File: config.mk
export PLATFORM = sky130hd
export DESIGN_NAME = booth_mult_seq
export DESIGN_NICKNAME = d
export VERILOG_FILES = /design/src/rtl/booth_mult_seq.sv
export SDC_FILE = /design/constraint.sdc
export NUM_CORES = 1
export LEC_CHECK = 0
export ABC_AREA = 1
export BUFFER_PORTS_ARGS = -buffer_cell sky130_fd_sc_hd__buf_2
export CAP_MARGIN = 20
export CELL_PAD_IN_SITES_DETAIL_PLACEMENT = 1
export CELL_PAD_IN_SITES_GLOBAL_PLACEMENT = 2
export CORE_MARGIN = 1
export CORE_UTILIZATION = 34
export DETAILED_ROUTE_END_ITERATION = 6
export PLACE_DENSITY_LB_ADDON = 0.1
export REMOVE_ABC_BUFFERS = 1
export SYNTH_ARGS = -nofsm -noshare
export SYNTH_HDL_FRONTEND = slang
export SYNTH_SLANG_ARGS = --single-unit
File: constraint.sdc
create_clock -name clk -period 2.7 [get_ports clk]
set_clock_uncertainty 0.1 [all_clocks]
set_input_delay 0.54 -clock clk [delete_from_list [all_inputs] [get_ports clk]]
set_output_delay 0.54 -clock clk [all_outputs]
set_load 0.01 [all_outputs]
File: src/rtl/booth_mult_seq.sv
// Sequential Booth multiplier, signed/unsigned W x W -> 2W, start/busy/done handshake.
// Define BOOTH_RADIX4_EN for radix-4 (modified Booth) recoding; default is radix-2.
module booth_mult_seq #(
    parameter int W = 8
) (
    input  logic             clk,
    input  logic             rst,
    input  logic             start,
    input  logic             tc,
    input  logic [W-1:0]     a,
    input  logic [W-1:0]     b,
    output logic [2*W-1:0]   prod,
    output logic             busy,
    output logic             done
);

`ifdef BOOTH_RADIX4_EN
    localparam int M  = ((W + 1) % 2 == 0) ? W + 1 : W + 2;
    localparam int N  = M / 2;
    localparam int AW = M + 2;
`else
    localparam int M  = W + 1;
    localparam int N  = M;
    localparam int AW = M + 1;
`endif
    localparam int RW = AW + M + 1;
    localparam int CW = $clog2(N + 1);

    typedef enum logic [1:0] {IDLE, CALC, DONE} state_t;

    state_t          state, state_n;
    logic [CW-1:0]   cnt;
    logic [M-1:0]    mcand;
    logic [M-1:0]    q;
    logic            q1;
    logic [AW-1:0]   acc;
    logic [AW-1:0]   mx;
    logic [AW-1:0]   sum;
    logic [RW-1:0]   shifted;
    logic            last;

    assign last = (cnt == CW'(N - 1));
    assign mx   = {{(AW - M){mcand[M-1]}}, mcand};
    assign busy = (state == CALC);
    assign done = (state == DONE);

    always_ff @(posedge clk or posedge rst) begin
        if (rst) state <= IDLE;
        else     state <= state_n;
    end

    always_comb begin
        state_n = state;
        unique case (state)
            IDLE:    if (start) state_n = CALC;
            CALC:    if (last) state_n = DONE;
            DONE:    state_n = IDLE;
            default: state_n = IDLE;
        endcase
    end

`ifdef BOOTH_RADIX4_EN
    always_comb begin
        sum = acc;
        unique case ({q[1:0], q1})
            3'b001, 3'b010: sum = acc + mx;
            3'b011:         sum = acc + (mx << 1);
            3'b100:         sum = acc - (mx << 1);
            3'b101, 3'b110: sum = acc - mx;
            default:        sum = acc;
        endcase
        shifted = {{2{sum[AW-1]}}, sum, q[M-1:1]};
    end
`else
    always_comb begin
        sum = acc;
        unique case ({q[0], q1})
            2'b01:   sum = acc + mx;
            2'b10:   sum = acc - mx;
            default: sum = acc;
        endcase
        shifted = {sum[AW-1], sum, q};
    end
`endif

    // shifted holds {acc, q, q-1} after this step; its low product bits sit above q-1
    always_ff @(posedge clk or posedge rst) begin
        if (rst) begin
            mcand <= '0;
            q     <= '0;
            q1    <= 1'b0;
            acc   <= '0;
            cnt   <= '0;
            prod  <= '0;
        end else begin
            unique case (state)
                IDLE: if (start) begin
                    mcand <= {{(M - W){tc & a[W-1]}}, a};
                    q     <= {{(M - W){tc & b[W-1]}}, b};
                    q1    <= 1'b0;
                    acc   <= '0;
                    cnt   <= '0;
                end
                CALC: begin
                    acc <= shifted[RW-1 -: AW];
                    q   <= shifted[M:1];
                    q1  <= shifted[0];
                    cnt <= cnt + CW'(1);
                    if (last) prod <= shifted[2*W:1];
                end
                default: ;
            endcase
        end
    end

endmodule

Word-level counts from Yosys, hierarchy flattened:

Index checks and enable logic that the tools add are counted.

* flip-flop bits (word level): 51
* bits of input ports: 20
* output and inout port bits: 18
* word-level logic and storage cells: 37

* $add $sub $neg: 3
* eq/ne operators: 7
* muxes and demuxes: 12
* bitwise operators: 2
* reductions and logical operators: 6

Operators by type and width (number)
* 10-bit one-hot mux with 2 select lines: 2
* 9-bit one-hot mux with 2 select lines: 1
* 10-bit adder: 1
* 10-bit 2-to-1 mux: 1
* 10-bit subtractor: 1
* 9-bit 2-to-1 mux: 1
* 4-bit one-hot mux with 2 select lines: 1
* 2-bit AND reduction: 4
* 4-bit by 1-bit adder with 4-bit output, second input constant: 1
* 2-bit by 1-bit equality test with 1-bit output, second input constant: 2
* 2-bit equality test, second input constant: 2
* 4-bit equality test, second input constant: 1
* 2-bit 2-to-1 mux: 2
* 4-bit 2-to-1 mux: 1
* 2-bit one-hot mux with 2 select lines: 1
* 1-bit AND: 2
* 2-bit zero test: 1
* 2-bit by 1-bit != test with 1-bit output, second input constant: 1
* 2-bit != test, second input constant: 1
* 1-bit one-hot mux with 2 select lines: 1
* 2-bit nonzero test: 1
* 1-bit 2-to-1 mux: 1

Logic depth before layout (Yosys ltp):

Gate-level depths: netlist of run 1.

* depth in word-level cells: 3
* depth in mapped cells: 20
* mapped depth without buffers: 20

Worst setup path before layout of run 1:

OpenSTA, ideal clock, no wires.

* path type: reg-to-reg
* start: register mcand[0]
* end: register acc[8]
* library setup time: 118 ps
* data arrival time: 2100 ps
* required time: 2482 ps
* path slack: 383 ps
* stages on the path, launching flop included: 19
* buffers on the path: 0
* clock period less this slack: 2317 ps
* cells stage by stage: dfrtp_1 -> inv_1 -> ha_1 -> inv_1 -> nor2_1 -> inv_1 -> nor2_1 -> nand2_1 -> nand2_1 -> xor2_1 -> inv_1 -> ha_1 -> nand2_1 -> nor2_1 -> nand3_1 -> nand3_1 -> nand3_1 -> nand3_1 -> nand2_1

* cells in the longest elaborated chain, start to end: 3
* elaborated cells between the ends (all ways): 4
* classes of those cells: 2 x add/sub; 2 x mux

RTL lines
* from (decl): RTL line 33 `logic [M-1:0] mcand;`
* from (signal assigned): RTL line 98 `mcand <= {{(M - W){tc & a[W-1]}}, a};`
* 10-bit subtractor or 10-bit adder (tied branches): RTL line 79, 78
* 10-bit one-hot mux with 2 select lines (*): RTL line 77 `unique case ({q[0], q1})`
* 10-bit one-hot mux with 2 select lines (*): RTL line 96 `unique case (state)`
* to (signal assigned): RTL line 105 `acc <= shifted[RW-1 -: AW];`
* to (decl): RTL line 36 `logic [AW-1:0] acc;`

Every way passes the cells marked *; elsewhere a longest branch is shown, timed or not.
A chain may end at the register's enable or synchronous reset.

Final worst setup path of run 1:

* start: register mcand[1]
* end: register acc[6]

Same word-level chain as after synthesis.

==> out/metrics.cfg, run 1 <==
[final_layout]
final_net_count=422
area_growth_pct=16.9
antennaDiodeCount=0
final_layout_size_suffix_gt1_share_pct=22.9
nFillCells=973

[setup_path]
worstSetupPathType=reg2reg
crit_slowest_cell=dfrtp_1
end_kind=register
worstPathRequired_ns=2.81
critPathMaxFanout=4
r2r_slack_ns=0.26
slowest_delay_ns=0.41
crit_top_cell=nand2_1
cp.arrival_ns=2.55
crit_chain=inv_2, ha_1, inv_1, nor2_2, inv_2, nor2_4, nand2_1, nand2_1, xor2_1, inv_1, ha_4, nand2_2, nor2_1, nand2_1, nand2_1, nand2_1, nand3_1, nand2_1, nand2_1, nand2_1
start_kind=register

[place]
place_hpwl_mm=5.34
gp_congestion=0.760
port_buffers=37
pre_cts_slack_ns=0.0607

[floorplanning]
dieWidth_um=92.9
die_h_um=92.9
design.core.area_um2=7850
die_area_um2=8620
io_pins=38
rows=32
start_util_pct=35.8

[detailed_routing]
antenna_left=0
vias=2365
routed_wl_mm=7.00
drc=0
wl_per_cell_um=14.3
drtPass1Iterations=4
drt_iter0_markers=54
via_per_inst=4.82

[clock_network]
cts_sinks=50
cts_tree=built
cts_max_level=2
clk_pin_slew_ns=0.10
clockBufferDepth=2
clk-insertion-delay-late_ns=0.31
cts_buffers=5
cts_root_buf=clkbuf_8

[yosys]
synth_edf_count=0
synth_seq_cells=50
ys_top_cells_by_area=dfrtp_1 45%, nand2_1 14%, inv_1 5.9%
syn-cell-area_um2=2810
netlist.area_leader.share_pct=44.6
yosysWarnings=0
seq_area_frac_synth_pct=44.6
synthFlopType=dfrtp_1
syn_inst=345
async_reset_ff_share_pct=100
synth.largest_area_cell=dfrtp_1
synth.distinct_cells=35
syn_avg_cell_area_um2=8.13

[timing]
worstMarginPinSlew_ns=0.758
period_minus_slack_ns=2.44
finalSetupViolCount=0
finalMaxSlewViolations=0
finalCritPeriodShare_pct=90.3
fmax_mhz=410
rsz0062_at_grt=true
relSlewSlack_pct=49.4
hold_viol=0
fin_ws_ns=0.261

[flow_run]
drv_cap=0

[global_route]
grt_max_degree=36
grt-ovfl-total=0
grt_pass1_wl_mm=11.9
grt_util_all_layers_pct=17.7
antenna_found_initial=0
grt_pass1_vias=2398

[worst_hold_path]
hold_path_class=in2async

[status]
status=finished clean

## per-layer routing
metal | up-vias | track usage, % | wire length [µm]
met4 | 0 | 4.23 | 66
met5 | - | 0 | 0
met1 | 1140 | 23.8 | 3520
met3 | 7 | 2.71 | 114
met2 | 21 | 29.9 | 3300
li1 | 1197 | - | -
## placed cells by master (no fill, tap or decap), drive strengths merged, types with 2 or more instances in the layout
cell,n
nand2,109
dfrtp,50
inv,49
buf,44
o21ai,28
nand3,20
nor2,17
a21oi,16
ha,13
o22ai,11
xor2,6
clkbuf,5
xnor2,3
nand3b,3
o211ai,2
or2,2
## synthesized netlist by cell type, types with 6 or more instances
master / count
nand2_1: 102
dfrtp_1: 50
nand2_2: 6
nor2_1: 14
ha_1: 13
o22ai_1: 11
xor2_1: 6
nand3_1: 20
a21oi_1: 16
inv_1: 44
o21ai_2: 8
o21ai_0: 17
## stage by stage
stage	cell area [µm²]	hold slack, ns	util [%]	std cells	setup TNS [ns]
floorplan	2750	0.353	-	337	0
global placement	3100	0.361	39.5	481	0
detailed placement	3100	0.368	39.5	481	0
CTS	3210	0.264	40.9	489	0
global route	3280	0.315	41.8	491	-0.0434
finish	3280	0.253	41.8	491	0
## cells by family (layout without fill, tap and decap cells)
| group | after synthesis | count (layout) | synth area share [%] |
|---|---|---|---|
| compound gates | 63 | 63 | 13.5 |
| xor+xnor | 9 | 9 | 2.81 |
| fa+ha+maj | 14 | 14 | 6.51 |
| buf+inv | 56 | 100 | 8.60 |
| flops | 50 | 50 | 44.6 |
| simple gates | 153 | 153 | 24.0 |
## path summary, 6_finish.rpt
kind,end,cells after the start,start
max,acc[6],20,mcand[1]
min,prod[4],2,rst
max reg2reg,acc[6],20,mcand[1]
min reg2reg,prod[13],2,prod[13]
max in group asynchronous,mcand[7],3,rst
min in group clk,mcand[2],3,a[2]
## worst max-delay path: cells and delay by family, from the launching register on
family,cells,cell delay [ns]
and+or+nand+nor,13,0.97
DFF,1,0.41
xor gates and xnor gates,1,0.16
adders and majority gates,2,0.42
buffers and inverters,4,0.27
## state kept, by name, indices dropped and copies added (netlist names)
signal and flops:
acc 9, cnt 4, mcand 9, prod 16, q 9, q1 1
state 2
## repair_timing
action / 4_1_cts / 5_1_grt
endpoints found under the setup margin: 0 / 8
hold buffers: 0 / 0
setup buffers: 0 / 2
gates resized for setup: 0 / 14
## area by class of cell
| class | instances | area, µm² | area share [%] |
|---|---|---|---|
| timing repair buffer | 44 | 238 | 7.25 |
| multi-input combinational | 239 | 1370 | 41.6 |
| sequential | 50 | 1250 | 38.1 |
| clock inverter | 3 | 43.8 | 1.33 |
| tap | 102 | 128 | 3.89 |
| clock buffer | 5 | 68.8 | 2.10 |
| inverter | 48 | 185 | 5.64 |
Power of run 1 is left out: the tool's default activity adds up to more than one toggle a clock period on the data nets, which glitch-free logic cannot reach.
==> run 2, diff against run 1 <==
- CORE_UTILIZATION: 34 -> 37
- clock period: 2.7 -> 3.1 ns (I/O delays scaled with it)
==> out/metrics.cfg, run 2 (synthesis gave the netlist of run 1 again) <==
[status]
status=finished clean

[timing]
holdWs_ns=0.375  ; +0.122 ns
rsz0062_at_grt=false
relSlewSlack_pct=55.9  ; +6.5 points
hold_viol=0  ; unchanged
worstMarginPinSlew_ns=0.661  ; -0.0971 ns
finalSetupViolCount=0  ; unchanged
fin_setup_tns_ns=0  ; unchanged
finalCritPeriodShare_pct=86.5  ; -3.8 points
fmax_mhz=373  ; -9.1%
fin_ws_ns=0.418  ; +0.157 ns
finalMaxSlewViolations=0  ; unchanged
period_minus_slack_ns=2.68  ; +0.243 ns

[clock_network]
clk-insertion-delay-late_ns=0.31  ; about the same
hold_buffers=0  ; unchanged
clk_pin_slew_ns=0.11  ; about the same
cts_buffers=5  ; unchanged
clockBufferDepth=2  ; unchanged
cts_max_level=2  ; unchanged
cts_setup_buffers=0  ; unchanged
cts_tree=built
cts_resized=0  ; unchanged
cts_sinks=50  ; unchanged
cts_root_buf=clkbuf_8

[floorplanning]
die_h_um=89.1  ; -4.0%
rows=31  ; -3.1%
die_area_um2=7940  ; -7.9%
io_pins=38  ; unchanged
design.core.area_um2=7290  ; -7.1%
dieWidth_um=89.1  ; -4.0%
start_util_pct=38.5  ; +2.7 points

[worst_hold_path]
hold_path_class=in2async

[global_route]
grt-ovfl-total=0  ; unchanged
antenna_found_initial=0  ; unchanged
grt_max_degree=51  ; +42%
grt_util_all_layers_pct=19.0  ; +1.2 points
grt_pass1_vias=2348  ; -2.1%
grt_pass1_wl_mm=11.4  ; -4.0%

[final_layout]
final_layout_size_suffix_gt1_share_pct=18.3  ; -4.6 points
fin_util_pct=43.7  ; +1.9 points
area_growth_pct=13.5
layout_common_cells=102 x nand2_1, 50 x dfrtp_1, 43 x inv_1, 37 x buf_2, 20 x nand3_1
regMostFlops=prod
largest_reg_flops=16  ; unchanged
layout_commonest_cell=nand2_1
final_net_count=416  ; -1.4%
antennaDiodeCount=0  ; unchanged
nFillCells=935  ; -3.9%

[flow_run]
drv_cap=0  ; unchanged

[setup_path]
r2r_start=mcand[1]
worstSetupPathType=reg2reg
r2r_slack_ns=0.42  ; +0.16 ns
start_kind=register
r2r_end=acc[6]
critPathMaxFanout=6  ; +2
worstPathRequired_ns=3.21  ; +0.40 ns
cp.arrival_ns=2.80  ; +0.25 ns
r2r_cells=20  ; unchanged
end_kind=register

[detailed_routing]
via_per_inst=4.85  ; +0.75%
top_layer=met4
drt_iter0_markers=36  ; -33%
routed_wl_mm=6.75  ; -3.6%
vias=2339  ; -1.1%
drtPass1Iterations=4  ; unchanged
wl_met2_mm=3.12  ; -5.5%
drc=0  ; unchanged
wl_per_cell_um=14.0  ; -1.8%
route.met3.wl_um=160  ; +40%
drt-met1-wl_mm=3.40  ; -3.4%
antenna_left=0  ; unchanged

[place]
gp_congestion=0.778  ; +2.3%
place_hpwl_mm=5.02  ; -6.1%
port_buffers=37  ; unchanged
pre_cts_slack_ns=0.436  ; +0.375 ns

## run 2: cell count changes in the layout (fill, tap and decap cells not counted), moves of 2 or more
cell	change
inv_1	+3
ha_2	-2
ha_1	+4
nor2_1	+4
inv_2	-3
ha_4	-2
nor2_2	-3
buf_4	-6
## run 2: worst max-delay path, stage by stage, from the launching register on
cell and delay, ns:
dfrtp_1 0.42, inv_1 0.09, ha_1 0.14, inv_1 0.05, nor2_1 0.11, inv_1 0.07
nor2_1 0.14, nand2_1 0.07, nand2_1 0.07, xor2_1 0.14, inv_1 0.07, ha_1 0.37
nand2_1 0.12, nor2_1 0.11, nand2_1 0.10, nand2_1 0.09, nand2_1 0.05, nand3_1 0.06
nand2_1 0.09, nand2_1 0.07, nand2_1 0.05
## run 2: area by class of cell
| type | count | area (µm²) | share of cell area (%) |
|---|---|---|---|
| Tap cell | 99 | 124 | 3.89 |
| Multi-Input combinational cell | 239 | 1310 | 41.3 |
| Inverter | 48 | 185 | 5.82 |
| Sequential cell | 50 | 1250 | 39.3 |
| Timing Repair Buffer | 38 | 193 | 6.05 |
| Clock inverter | 3 | 48.8 | 1.53 |
| Clock buffer | 5 | 68.8 | 2.16 |
## run 2: worst max path at each step
stage,startpoint,end
after floorplan,mcand[0],acc[8]
after global placement,mcand[0],acc[6]
after detailed placement,mcand[0],prod[15]
after CTS,mcand[1],acc[6]
after global routing,mcand[0],acc[6]
final,mcand[1],acc[6]
## run 2: routing by layer
| layer | up-vias | GRT usage [%] |
|---|---|---|
| li1 | 1180 | - |
| met1 | 1120 | 26.3 |
| met2 | 34 | 31.1 |
| met3 | 5 | 2.77 |
| met4 | 0 | 4.76 |
| met5 | - | 0 |
## run 2: metrics by stage
stage               cells  instance area, µm²
floorplan             337                2750
global placement      474                3070
detailed placement    474                3070
CTS                   482                3180
global route          482                3180
finish                482                3180
Power of run 2 is left out for the same reason.
